[config.mk]
export PLATFORM = sky130hd
export DESIGN_NAME = spi_cmd_decoder
export DESIGN_NICKNAME = d
export VERILOG_FILES = /design/src/rtl/spi_cmd_pkg.sv /design/src/rtl/spi_cmd_decoder_sync_2ff.sv /design/src/rtl/spi_cmd_decoder.sv
export SDC_FILE = /design/constraint.sdc
export NUM_CORES = 1
export LEC_CHECK = 0
export CORE_ASPECT_RATIO = 0.8
export CORE_UTILIZATION = 52
export DETAILED_ROUTE_END_ITERATION = 10
export GPL_TIMING_DRIVEN = 0
export MAX_ROUTING_LAYER = met4
export PLACE_DENSITY = 0.79
export SLEW_MARGIN = 20
export SYNTH_ARGS = -nofsm -noshare
export SYNTH_HDL_FRONTEND = slang
export SYNTH_SLANG_ARGS = --single-unit
[constraint.sdc]
create_clock -name i_clk -period 1.7 [get_ports i_clk]
set_clock_uncertainty 0.2 [all_clocks]
set_input_delay 0.425 -clock i_clk [delete_from_list [all_inputs] [get_ports i_clk]]
set_output_delay 0.425 -clock i_clk [all_outputs]
set_load 0.05 [all_outputs]
[src/rtl/spi_cmd_pkg.sv]
// rtl/spi_cmd_pkg.sv - shared FSM encodings and constants for the SPI command decoder
package spi_cmd_pkg;

    typedef enum logic [2:0] {
        ST_IDLE   = 3'd0,
        ST_DATA   = 3'd1,
        ST_CHECK  = 3'd2,
        ST_COMMIT = 3'd3,
        ST_DRAIN  = 3'd4
    } state_t;

    // Command byte bit that marks a register write.
    localparam int CMD_WRITE_BIT = 7;

    // Starting value of the running XOR checksum.
    localparam logic [7:0] CSUM_SEED = 8'h00;

endpackage

[src/rtl/spi_cmd_decoder_sync_2ff.sv]
// rtl/spi_cmd_decoder_sync_2ff.sv - two-flop synchronizer with parameterized reset value
module sync_2ff #(
    parameter logic RESET_VAL = 1'b1
) (
    input  logic i_clk,
    input  logic i_rst,
    input  logic d,
    output logic q
);

    logic meta;

    // Two back-to-back flops; both stages come out of reset at RESET_VAL.
    always_ff @(posedge i_clk) begin
        if (i_rst) begin
            meta <= RESET_VAL;
            q    <= RESET_VAL;
        end else begin
            meta <= d;
            q    <= meta;
        end
    end

endmodule

[src/rtl/spi_cmd_decoder.sv]
// rtl/spi_cmd_decoder.sv - frames SPI bytes into register writes; optional checksum via SPI_CMD_CHECKSUM_EN
module spi_cmd_decoder
    import spi_cmd_pkg::*;
#(
    parameter int DATA_BYTES = 2,
    parameter int ADDR_W     = 4,
    parameter int NUM_REGS   = 16
) (
    input  logic                    i_clk,
    input  logic                    i_rst,
    input  logic                    i_cs,
    input  logic                    i_rx_valid,
    input  logic [7:0]              i_rx_byte,
    output logic                    o_wr_en,
    output logic [ADDR_W-1:0]       o_wr_addr,
    output logic [8*DATA_BYTES-1:0] o_wr_data,
    output logic                    o_frame_err,
    output logic                    o_busy
);

    localparam int         DW       = 8 * DATA_BYTES;
    localparam logic [2:0] LAST_CNT = 3'(DATA_BYTES);

    logic cs_sync;
    logic cs_active;

    state_t            state, state_d;
    logic [2:0]        cnt, cnt_d;
    logic [2:0]        cnt_inc;
    logic [DW-1:0]     shift, shift_d;
    logic [DW+7:0]     shift_ext;
    logic [ADDR_W-1:0] addr, addr_d;
    logic [ADDR_W-1:0] wr_addr_d;
    logic [DW-1:0]     wr_data_d;
    logic              err, err_d;
    logic              armed, armed_d;
    logic              rx;
    logic              cmd_ok;
`ifdef SPI_CMD_CHECKSUM_EN
    logic [7:0]        csum, csum_d;
`endif

    sync_2ff #(
        .RESET_VAL (1'b1)
    ) u_cs_sync (
        .i_clk (i_clk),
        .i_rst (i_rst),
        .d     (i_cs),
        .q     (cs_sync)
    );

    assign cs_active = ~cs_sync;
    assign rx        = i_rx_valid & cs_active;
    assign cnt_inc   = cnt + 3'd1;
    assign shift_ext = {shift, i_rx_byte};
    assign cmd_ok    = i_rx_byte[CMD_WRITE_BIT] &&
                       (32'(i_rx_byte[ADDR_W-1:0]) < 32'(NUM_REGS));

    assign o_wr_en     = (state == ST_COMMIT);
    assign o_busy      = (state == ST_DATA) || (state == ST_CHECK) || (state == ST_COMMIT);
    assign o_frame_err = err;

    // Next-state logic; error pulses are registered so they land one cycle after their cause.
    always_comb begin
        state_d   = state;
        cnt_d     = cnt;
        shift_d   = shift;
        addr_d    = addr;
        wr_addr_d = o_wr_addr;
        wr_data_d = o_wr_data;
        err_d     = 1'b0;
        armed_d   = armed;
`ifdef SPI_CMD_CHECKSUM_EN
        csum_d    = csum;
`endif
        case (state)
            ST_IDLE: begin
                armed_d = 1'b0;
                if (rx) begin
                    if (cmd_ok) begin
                        addr_d  = i_rx_byte[ADDR_W-1:0];
                        shift_d = '0;
                        cnt_d   = 3'd0;
`ifdef SPI_CMD_CHECKSUM_EN
                        csum_d  = CSUM_SEED ^ i_rx_byte;
`endif
                        state_d = ST_DATA;
                    end else begin
                        err_d   = 1'b1;
                        state_d = ST_DRAIN;
                    end
                end
            end
            ST_DATA: begin
                // A CS release takes priority over a byte arriving in the same cycle.
                if (!cs_active) begin
                    err_d   = 1'b1;
                    state_d = ST_IDLE;
                end else if (i_rx_valid) begin
                    shift_d = shift_ext[DW-1:0];
                    cnt_d   = cnt_inc;
`ifdef SPI_CMD_CHECKSUM_EN
                    csum_d  = csum ^ i_rx_byte;
                    if (cnt_inc == LAST_CNT) begin
                        state_d = ST_CHECK;
                    end
`else
                    if (cnt_inc == LAST_CNT) begin
                        wr_addr_d = addr;
                        wr_data_d = shift_ext[DW-1:0];
                        state_d   = ST_COMMIT;
                    end
`endif
                end
            end
`ifdef SPI_CMD_CHECKSUM_EN
            ST_CHECK: begin
                if (!cs_active) begin
                    err_d   = 1'b1;
                    state_d = ST_IDLE;
                end else if (i_rx_valid) begin
                    if (i_rx_byte == csum) begin
                        wr_addr_d = addr;
                        wr_data_d = shift;
                        state_d   = ST_COMMIT;
                    end else begin
                        err_d   = 1'b1;
                        state_d = ST_DRAIN;
                    end
                end
            end
`endif
            ST_COMMIT: begin
                armed_d = 1'b1;
                state_d = ST_DRAIN;
            end
            ST_DRAIN: begin
                // Extra bytes only count as overrun once this frame has written.
                if (!cs_active) begin
                    state_d = ST_IDLE;
                end else if (i_rx_valid && armed) begin
                    err_d = 1'b1;
                end
            end
            default: begin
                state_d = ST_IDLE;
            end
        endcase
    end

    // State and datapath registers; address/data load on entry to COMMIT so they change with o_wr_en.
    always_ff @(posedge i_clk) begin
        if (i_rst) begin
            state     <= ST_IDLE;
            cnt       <= 3'd0;
            shift     <= '0;
            addr      <= '0;
            o_wr_addr <= '0;
            o_wr_data <= '0;
            err       <= 1'b0;
            armed     <= 1'b0;
`ifdef SPI_CMD_CHECKSUM_EN
            csum      <= CSUM_SEED;
`endif
        end else begin
            state     <= state_d;
            cnt       <= cnt_d;
            shift     <= shift_d;
            addr      <= addr_d;
            o_wr_addr <= wr_addr_d;
            o_wr_data <= wr_data_d;
            err       <= err_d;
            armed     <= armed_d;
`ifdef SPI_CMD_CHECKSUM_EN
            csum      <= csum_d;
`endif
        end
    end

endmodule
# After elaboration in Yosys (flattened, before gate mapping)
# Cells that the tools add are included.
word_totals:
  output_inout_bits: 23
  regBits: 42
op_classes:
  n_addsub: 1
  bitwise: 2
  n_eq_ne: 12
  reduce_logical: 10
  mux: 24
op_table:
  columns: ["cell", "count"]
  rows:
  - ["$mux W8", 4]
  - ["$mux W3", 10]
  - ["$pmux W8 S2", 1]
  - ["$pmux W3 S4", 1]
  - ["$eq A3 B2 Y1 const B", 3]
  - ["$ne A2 B2 Y1 const B", 4]
  - ["$reduce_and A4 Y1", 2]
  - ["$pmux W3 S2", 1]
  - ["$mux W1", 5]
  - ["$reduce_and A5 Y1", 1]
  - ["$reduce_bool A2 Y1", 2]
  - ["$add A3 B1 Y3 const B", 1]
  - ["$eq A3 B1 Y1 const B", 1]
  - ["$eq A3 B3 Y1 const B", 1]
  - ["$logic_not A3 Y1", 1]
  - ["$ne A3 B1 Y1 const B", 1]
  - ["$ne A3 B2 Y1 const B", 1]
  - ["$pmux W1 S3", 1]
  - ["$reduce_and A3 Y1", 1]
  - ["$logic_or A1 B1 Y1", 2]
  - ["$ne A2 B1 Y1 const B", 1]
  - ["$pmux W1 S2", 1]
  - ["$and A1 B1 Y1", 1]
  - ["$logic_and A1 B1 Y1", 1]
  - ["$not A1 Y1", 1]

# Longest topological paths before layout
# Gate-level depths: netlist of run 1.
depth:
  ltp_word: 6
  depth_mapped: 6
  mapped_depth_nobuf: 5

# By module
# From an unflattened synthesis of run 1, not the netlist that was laid out.
hier_totals:
  cells_unflattened: 227
  hier_area_um2: 2083.2
by_module_without_submodules:
  columns: ["module", "n_inst", "seq_area_each_um2", "cells_per_inst", "area_each_um2"]
  rows:
  - ["spi_cmd_decoder", 1, 800.8, 223, 2030.7]
  - ["sync_2ff", 1, 40.0, 4, 52.6]

# Worst setup path before layout of run 1
# No wires, ideal clock.
synth_path:
  path_kind: "reg2out"
  start: "register state[0]"
  end: "output o_busy"
  slack_ps: -185
  path_stages_with_launch: 4
  path_buffers: 1
  arrival_ps: 1260
  path_cell_list: "dfxtp_1 -> buf_2 -> nor2_1 -> nor2_1"
synth_via:
  elab_chain_len: 3
synth_lines:
  columns: ["item", "line", "rtl"]
  rows:
  - ["from (decl)", "spi_cmd_decoder.sv:27", "state_t state, state_d;"]
  - ["from (signal assigned)", "spi_cmd_decoder.sv:166", "state <= state_d;"]
  - ["$eq A3 B1 Y1 or $eq A3 B2 Y1 (tied branches)", "spi_cmd_decoder.sv:60", "assign o_busy = (state == ST_DATA) || (state == ST_CHECK) || (state == ST_COMMIT);"]
  - ["$logic_or A1 B1 Y1", "spi_cmd_decoder.sv:60", null]
  - ["$logic_or A1 B1 Y1 *", "spi_cmd_decoder.sv:60", null]
  - ["to (decl)", "spi_cmd_decoder.sv:18", "output logic o_busy"]
# Every way passes the cells marked *; elsewhere a longest branch is shown, timed or not.

# Final worst setup path of run 1
layout_path:
  start: "register state[1]"
  end: "register o_wr_data[8]"
layout_via:
  elab_chain_len: 2
layout_lines:
  columns: ["item", "line", "rtl"]
  rows:
  - ["$eq A3 B1 Y1", "spi_cmd_decoder.sv:76", "case (state)"]
  - ["$reduce_and A4 Y1 (no source line)", null, null]
  - ["to (signal assigned)", "spi_cmd_decoder.sv:171", "o_wr_data <= wr_data_d;"]
  - ["to (decl)", "spi_cmd_decoder.sv:16", "output logic [8*DATA_BYTES-1:0] o_wr_data,"]
# Every way passes these cells.
# A chain may end at the register's enable or synchronous reset.

==> results of run 1 <==
metal layers:
metal / wire, um / vias to the layer above
met5: 0 / -
met4: 47 / 0
met3: 278 / 6
met2: 2120 / 63
met1: 2320 / 780
li1: - / 839
stage by stage:
stage	util, %	worst slack, ns	TNS (ns)	hold WS, ns	cells
after floorplan	-	0.0353	0	0.189	213
after global placement	66.7	-0.599	-18.78	0.193	287
after detailed placement	66.7	-0.609	-19.58	0.195	287
after CTS	73.6	-0.0473	-0.0882	0.213	301
after global routing	76.4	-0.117	-1.83	0.223	305
final	76.4	-0.0673	-0.792	0.212	305
path summary, 6_finish.rpt:
check	depth (start not counted)	slack [ns]	startpoint	to
min reg2reg	1	0.21	u_cs_sync.meta	u_cs_sync.q
min	1	0.21	u_cs_sync.meta	u_cs_sync.q
max	5	-0.07	state[1]	o_wr_data[8]
max reg2reg	5	-0.07	state[1]	o_wr_data[8]
where the power goes:
group	switching, W	total (W)	internal, W	leakage, nW
logic	0.0000811	0.000148	0.0000671	0.523
clock network	0.000350	0.000783	0.000432	0.0579
registers	0.00000290	0.000988	0.000985	0.342
total	0.000434	0.00192	0.00148	0.923
layout by cell type (no fill, tap or decap), types with 2 or more instances in the layout:
| cell | synthesis | final |
|---|---|---|
| clkdlybuf4s50_1 | 0 | 8 |
| and2b_2 | 2 | 2 |
| a21oi_2 | 1 | 2 |
| buf_8 | 1 | 2 |
| mux2i_1 | 20 | 20 |
| a21oi_1 | 15 | 14 |
| clkbuf_2 | 0 | 2 |
| o21ai_1 | 8 | 9 |
| clkbuf_1 | 8 | 7 |
| inv_1 | 4 | 3 |
| nand4_1 | 8 | 8 |
| clkdlybuf4s15_2 | 0 | 21 |
| buf_2 | 4 | 2 |
| dfxtp_4 | 0 | 2 |
| nor2b_1 | 4 | 3 |
| nor2_2 | 0 | 2 |
| or2_2 | 3 | 3 |
| nand2b_1 | 41 | 41 |
| buf_6 | 3 | 8 |
| a31oi_1 | 2 | 2 |
| nor3_1 | 2 | 2 |
| dfxtp_2 | 0 | 3 |
| nand3b_1 | 2 | 2 |
| clkbuf_8 | 0 | 5 |
| nor2_1 | 6 | 3 |
| buf_4 | 2 | 8 |
| dfxtp_1 | 42 | 37 |
| clkinv_2 | 0 | 2 |
| nand3_1 | 6 | 6 |
| o21ai_0 | 11 | 10 |
layout make-up:
cell class              instances  area (um^2)
multi-input cells             149         1090
well taps                      42         52.6
flip-flops and latches         42          852
clock inverters                 3         40.0
clock buffers                   5         68.8
fillers                       249          835
plain buffers                  18          148
repair buffers                 42          440
inverters                       4         15.0
repair_timing:
item | in CTS | in global routing
cloned | 1 | 1
endpoints found under the hold margin | 0 | 0
resized for setup | 100 | 18
endpoints found under the setup margin | 60 | 33
buffers inserted | 5 | 3
hold buffers | 0 | 0
pin swaps | 3 | 3
flip-flops by register name, indices dropped and copies added, names as in the netlist, 3 cells and up:
signal / flops
o_wr_addr: 4
shift: 8
state: 3
addr: 4
cnt: 3
o_wr_data: 16
cells in the mapped netlist:
library cell   n  area [um^2]
a2111oi_0      1         8.76
a2111oi_2      1         15.0
a21oi_1       15         75.1
a21oi_2        1         8.76
a311oi_1       1         8.76
a31oi_1        2         12.5
and2_0         1         6.26
and2b_2        2         17.5
and4bb_1       1         12.5
buf_2          4         20.0
buf_4          2         15.0
buf_6          3         33.8
buf_8          1         15.0
clkbuf_1       8         30.0
dfxtp_1       42          841
ha_1           2         25.0
inv_1          4         15.0
mux2i_1       20          200
nand2_1        2         7.51
nand2b_1      41          257
nand3_1        6         30.0
nand3b_1       2         15.0
nand4_1        8         50.1
nand4b_1       1         8.76
nor2_1         6         22.5
nor2b_1        4         25.0
nor3_1         2         10.0
nor3b_1        1         7.51
nor4b_1        1         8.76
nor4b_4        1         23.8
o21ai_0       11         55.1
o21ai_1        8         40.0
o221ai_1       1         8.76
o31ai_1        1         7.51
or2_2          3         18.8
or3b_2         1         8.76
or4b_4         1         13.8
xor2_1         1         8.76
cell families after synthesis:
group	Yosys count	share of synthesized area (%)
simple gates	84	27.3
compound gates	42	12.1
flops	42	42.3
buf+inv	22	6.49
mux	20	10.1
fa+ha+maj	2	1.26
xor+xnor	1	0.441
==> flow_summary.json, run 1 <==
{
  "run_status": "finished with violations",
  "violations": "design-rule violations, negative setup slack",
  "vias": 1688,
  "worst_pin_slew_ns": 0.492,
  "root_buffer": "clkbuf_8",
  "cp_num_buf_inv": 2,
  "yosys_warnings": 0,
  "cts_max_level": 2,
  "grt_max_degree": 14,
  "start_util_pct": 56.1,
  "fin_area_um2": 2710,
  "ant_nets": 0,
  "use_met2_pct": 35.0,
  "fin_nets": 276,
  "io_buffers": 32,
  "clock_sinks": 42,
  "dpl-instance-area_um2": 2360,
  "min_path_type": "reg2reg",
  "endpoint_kind": "register",
  "grt_usage_pct": 24.1,
  "vias_per_cell": 5.53,
  "min_period_ns": 1.77,
  "setup_slack_ns": -0.0673,
  "drive_above_1_share_pct": 30.8,
  "fmax_mhz": 566,
  "io_pins": 35,
  "setup_viol": 20,
  "syn_area_um2": 1990,
  "rsz0062_at_grt": "true",
  "synth-seq-area-share_pct": 42.3,
  "finalPower_w": 0.00192,
  "cts_buffers": 5,
  "coreArea_um2": 3540,
  "use_met3_pct": 6.54,
  "diodes": 0,
  "maxCapViolCount": 0,
  "grt_pass1_vias": 1472,
  "p_per_area_nw_per_um2": 709,
  "cts_max_path_buffers": 2,
  "antenna_found_initial": 0,
  "synthCells": 213,
  "die_x_um": 71.1,
  "worst-setup-path-type": "reg2reg",
  "critPathSlowestCell": "and4bb_4",
  "critPathMaxFanout": 10,
  "synthesis.nets": 227,
  "drtIter0Drc": 108,
  "grt-ovfl-total": 0,
  "drt_pass1_iterations": 10,
  "clock_latency_ns": 0.30,
  "max_stage_delay_ns": 0.38,
  "synth-seq-cells": 42,
  "dieArea_um2": 4070,
  "synthToLayoutAreaGrowth_pct": 36.3,
  "hold_viol_final": 0,
  "routedWlPerCell_um": 15.6,
  "drc": 1,
  "ir_drop_mv": 0.696,
  "yosys.cell_types.count": 38,
  "startpoint_type": "register",
  "rows": 19,
  "synth.avg_cell_area_um2": 9.33,
  "grt_pass1_wl_um": 7260,
  "grt_busiest_layer": "met2",
  "slew_headroom_pct": 67.2,
  "routed_wirelength_um": 4770,
  "gp_congestion": 0.818,
  "critical_path_arrival_ns": 1.80,
  "dp_hpwl_um": 3010,
  "min_period_over_period_pct": 104,
  "p_leak_nw": 0.923,
  "cp_top_family": "simple AND/OR/NAND/NOR gates",
  "slew_viol_final": 0,
  "fp.dieH_um": 57.3,
  "clkTransAtPathRegs_ns": 0.08,
  "critical_path_required_ns": 1.73,
  "cts_tree": "built",
  "worstPathCellList": "buf_8 > nor2_1 > and4bb_4 > buf_6 > mux2i_1",
  "gr-usage-met1_pct": 33.2
}
(Power assumes the default switching activity.)
==> run 2: changes to the inputs <==
--- a/config.mk
+++ b/config.mk
@@ -6,12 +6,12 @@
 export NUM_CORES = 1
 export LEC_CHECK = 0
 export CORE_ASPECT_RATIO = 0.8
+export CORE_MARGIN = 1.5
 export CORE_UTILIZATION = 52
 export DETAILED_ROUTE_END_ITERATION = 10
 export GPL_TIMING_DRIVEN = 0
 export MAX_ROUTING_LAYER = met4
 export PLACE_DENSITY = 0.79
-export SLEW_MARGIN = 20
 export SYNTH_ARGS = -nofsm -noshare
 export SYNTH_HDL_FRONTEND = slang
 export SYNTH_SLANG_ARGS = --single-unit
==> flow_summary.json, run 2 (synthesis gave the netlist of run 1 again) <==
{
  "run_status": "finished with violations",
  "violations": "negative setup slack",
  "slew_headroom_pct": 68.8,
  "synthToLayoutAreaGrowth_pct": 40.2,
  "dpl-instance-area_um2": 2360,
  "fin_nets": 287,
  "fmax_mhz": 551,
  "hold_ws_ns": 0.214,
  "die_x_um": 72.1,
  "finalPower_w": 0.00189,
  "multi_input_area_um2": 1080,
  "worstPathCellList": "buf_8 > buf_12 > nor4b_4 > buf_4 > a21oi_2 > a2111oi_2",
  "fin_setup_tns_ns": -0.536,
  "min_period_ns": 1.81,
  "dp_hpwl_um": 3010,
  "grt_pass1_wl_um": 7700,
  "worst-setup-path-type": "reg2reg",
  "slew_viol_final": 0,
  "worst_pin_slew_ns": 0.468,
  "cts_buffers": 5,
  "ff2ff_path_depth": 6,
  "clock_latency_ns": 0.30,
  "timing.reg2reg.setup_slack_ns": -0.11,
  "grt_usage_pct": 24.8,
  "clock_sinks": 42,
  "p_per_area_nw_per_um2": 677,
  "startpoint_type": "register",
  "worstSetupPathDepth": 6,
  "reg.largest.list": "o_wr_data: 16 flops, shift: 8 flops",
  "grt-ovfl-total": 0,
  "dieArea_um2": 4200,
  "max_stage_delay_ns": 0.37,
  "rows": 19,
  "vias_per_cell": 5.72,
  "final_cell_mix": "nand2b_1, dfxtp_1, clkdlybuf4s15_2",
  "ant_nets": 0,
  "n_fill_cell": 241,
  "root_buffer": "clkbuf_8",
  "routed_wirelength_um": 5420,
  "holdPathStages": 1,
  "ctsHoldBuffers": 0,
  "io_buffers": 32,
  "final_common_cell": "nand2b_1",
  "hold_viol_final": 0,
  "largest_reg_flops": 16,
  "maxCapViolCount": 0,
  "cp_num_buf_inv": 3,
  "cts_tree": "built",
  "min_path_type": "reg2reg",
  "cp_top_family": "buffers and inverters",
  "critPathSlowestCell": "a2111oi_2",
  "fin_area_um2": 2790,
  "setup_viol": 22,
  "r2r-start": "state[1]",
  "grt_pass1_vias": 1629,
  "drt_pass1_iterations": 4,
  "critical_path_required_ns": 1.68,
  "drtIter0Drc": 128,
  "io_pins": 35,
  "coreArea_um2": 3540,
  "start_util_pct": 56.1,
  "cts_max_level": 2,
  "critical_path_arrival_ns": 1.79,
  "diodes": 0,
  "gp_congestion": 0.808,
  "ir_drop_mv": 0.741,
  "rsz0062_at_grt": "true",
  "holdPathEnd": "u_cs_sync.q",
  "cts_max_path_buffers": 2,
  "hp-start": "u_cs_sync.meta",
  "seqCellArea_um2": 850,
  "top_register": "o_wr_data",
  "drc": 0,
  "drive_above_1_share_pct": 33.2,
  "grt_max_degree": 13,
  "r2r-end": "state[0]",
  "vias": 1809,
  "endpoint_kind": "register",
  "fp.dieH_um": 58.3,
  "dp_slack_ns": -0.613,
  "critPathMaxFanout": 7,
  "antenna_found_initial": 0,
  "clkTransAtPathRegs_ns": 0.08,
  "setup_slack_ns": -0.114,
  "p_leak_nw": 0.967,
  "routedWlPerCell_um": 17.2,
  "min_period_over_period_pct": 107
}
[run 2: layer usage]
layer / part of all wire (%) / wire (um) / GRT usage (%) / vias to the layer above
li1: - / - / - / 857
met3: 6.6 / 359 / 4.28 / 23
met1: 44 / 2360 / 33.5 / 841
met2: 46 / 2510 / 37.2 / 88
met5: 0 / 0 / - / -
met4: 3.6 / 194 / 9.97 / 0
[run 2: area by class of cell]
type                            count  area share (%)
Buffer                             18            4.98
Timing Repair Buffer               53            19.3
Clock buffer                        8            3.95
Inverter                            4           0.539
Tap cell                           42            1.89
Multi-Input combinational cell    149            38.8
Sequential cell                    42            30.5
[run 2: worst max path at each step]
stage          slack [ns]         start  endpoint
2_1_floorplan        0.04  i_rx_byte[7]  state[0]
3_3_place_gp        -0.60    i_rx_valid  shift[5]
3_5_place_dp        -0.61    i_rx_valid  shift[5]
4_1_cts             -0.05      state[0]    o_busy
5_1_grt             -0.16   u_cs_sync.q  state[0]
6_report            -0.11      state[1]  state[0]
[run 2: power by group]
group | total (W) | internal [W] | switching, W
sequential | 0.000990 | 0.000986 | 0.00000349
combinational | 0.000153 | 0.0000666 | 0.0000859
clock | 0.000745 | 0.000410 | 0.000335
[run 2: worst reg2reg max path, stage by stage (launching register included)]
cell and delay, ns:
dfxtp_2 0.34, buf_8 0.13, buf_12 0.12, nor4b_4 0.24
buf_4 0.21, a21oi_2 0.09, a2111oi_2 0.37
[run 2: timing repair]
action | in CTS | in global routing
pin swaps | 3 | 5
gates cloned | 2 | 0
buffers inserted | 10 | 9
setup endpoints to repair | 60 | 38
resized for setup | 99 | 16
[run 2: stage by stage]
stage | std cells | utilization [%]
after floorplan | 213 | -
after global placement | 287 | 66.7
after detailed placement | 287 | 66.7
after CTS | 307 | 75.3
after global routing | 316 | 78.7
final | 316 | 78.7
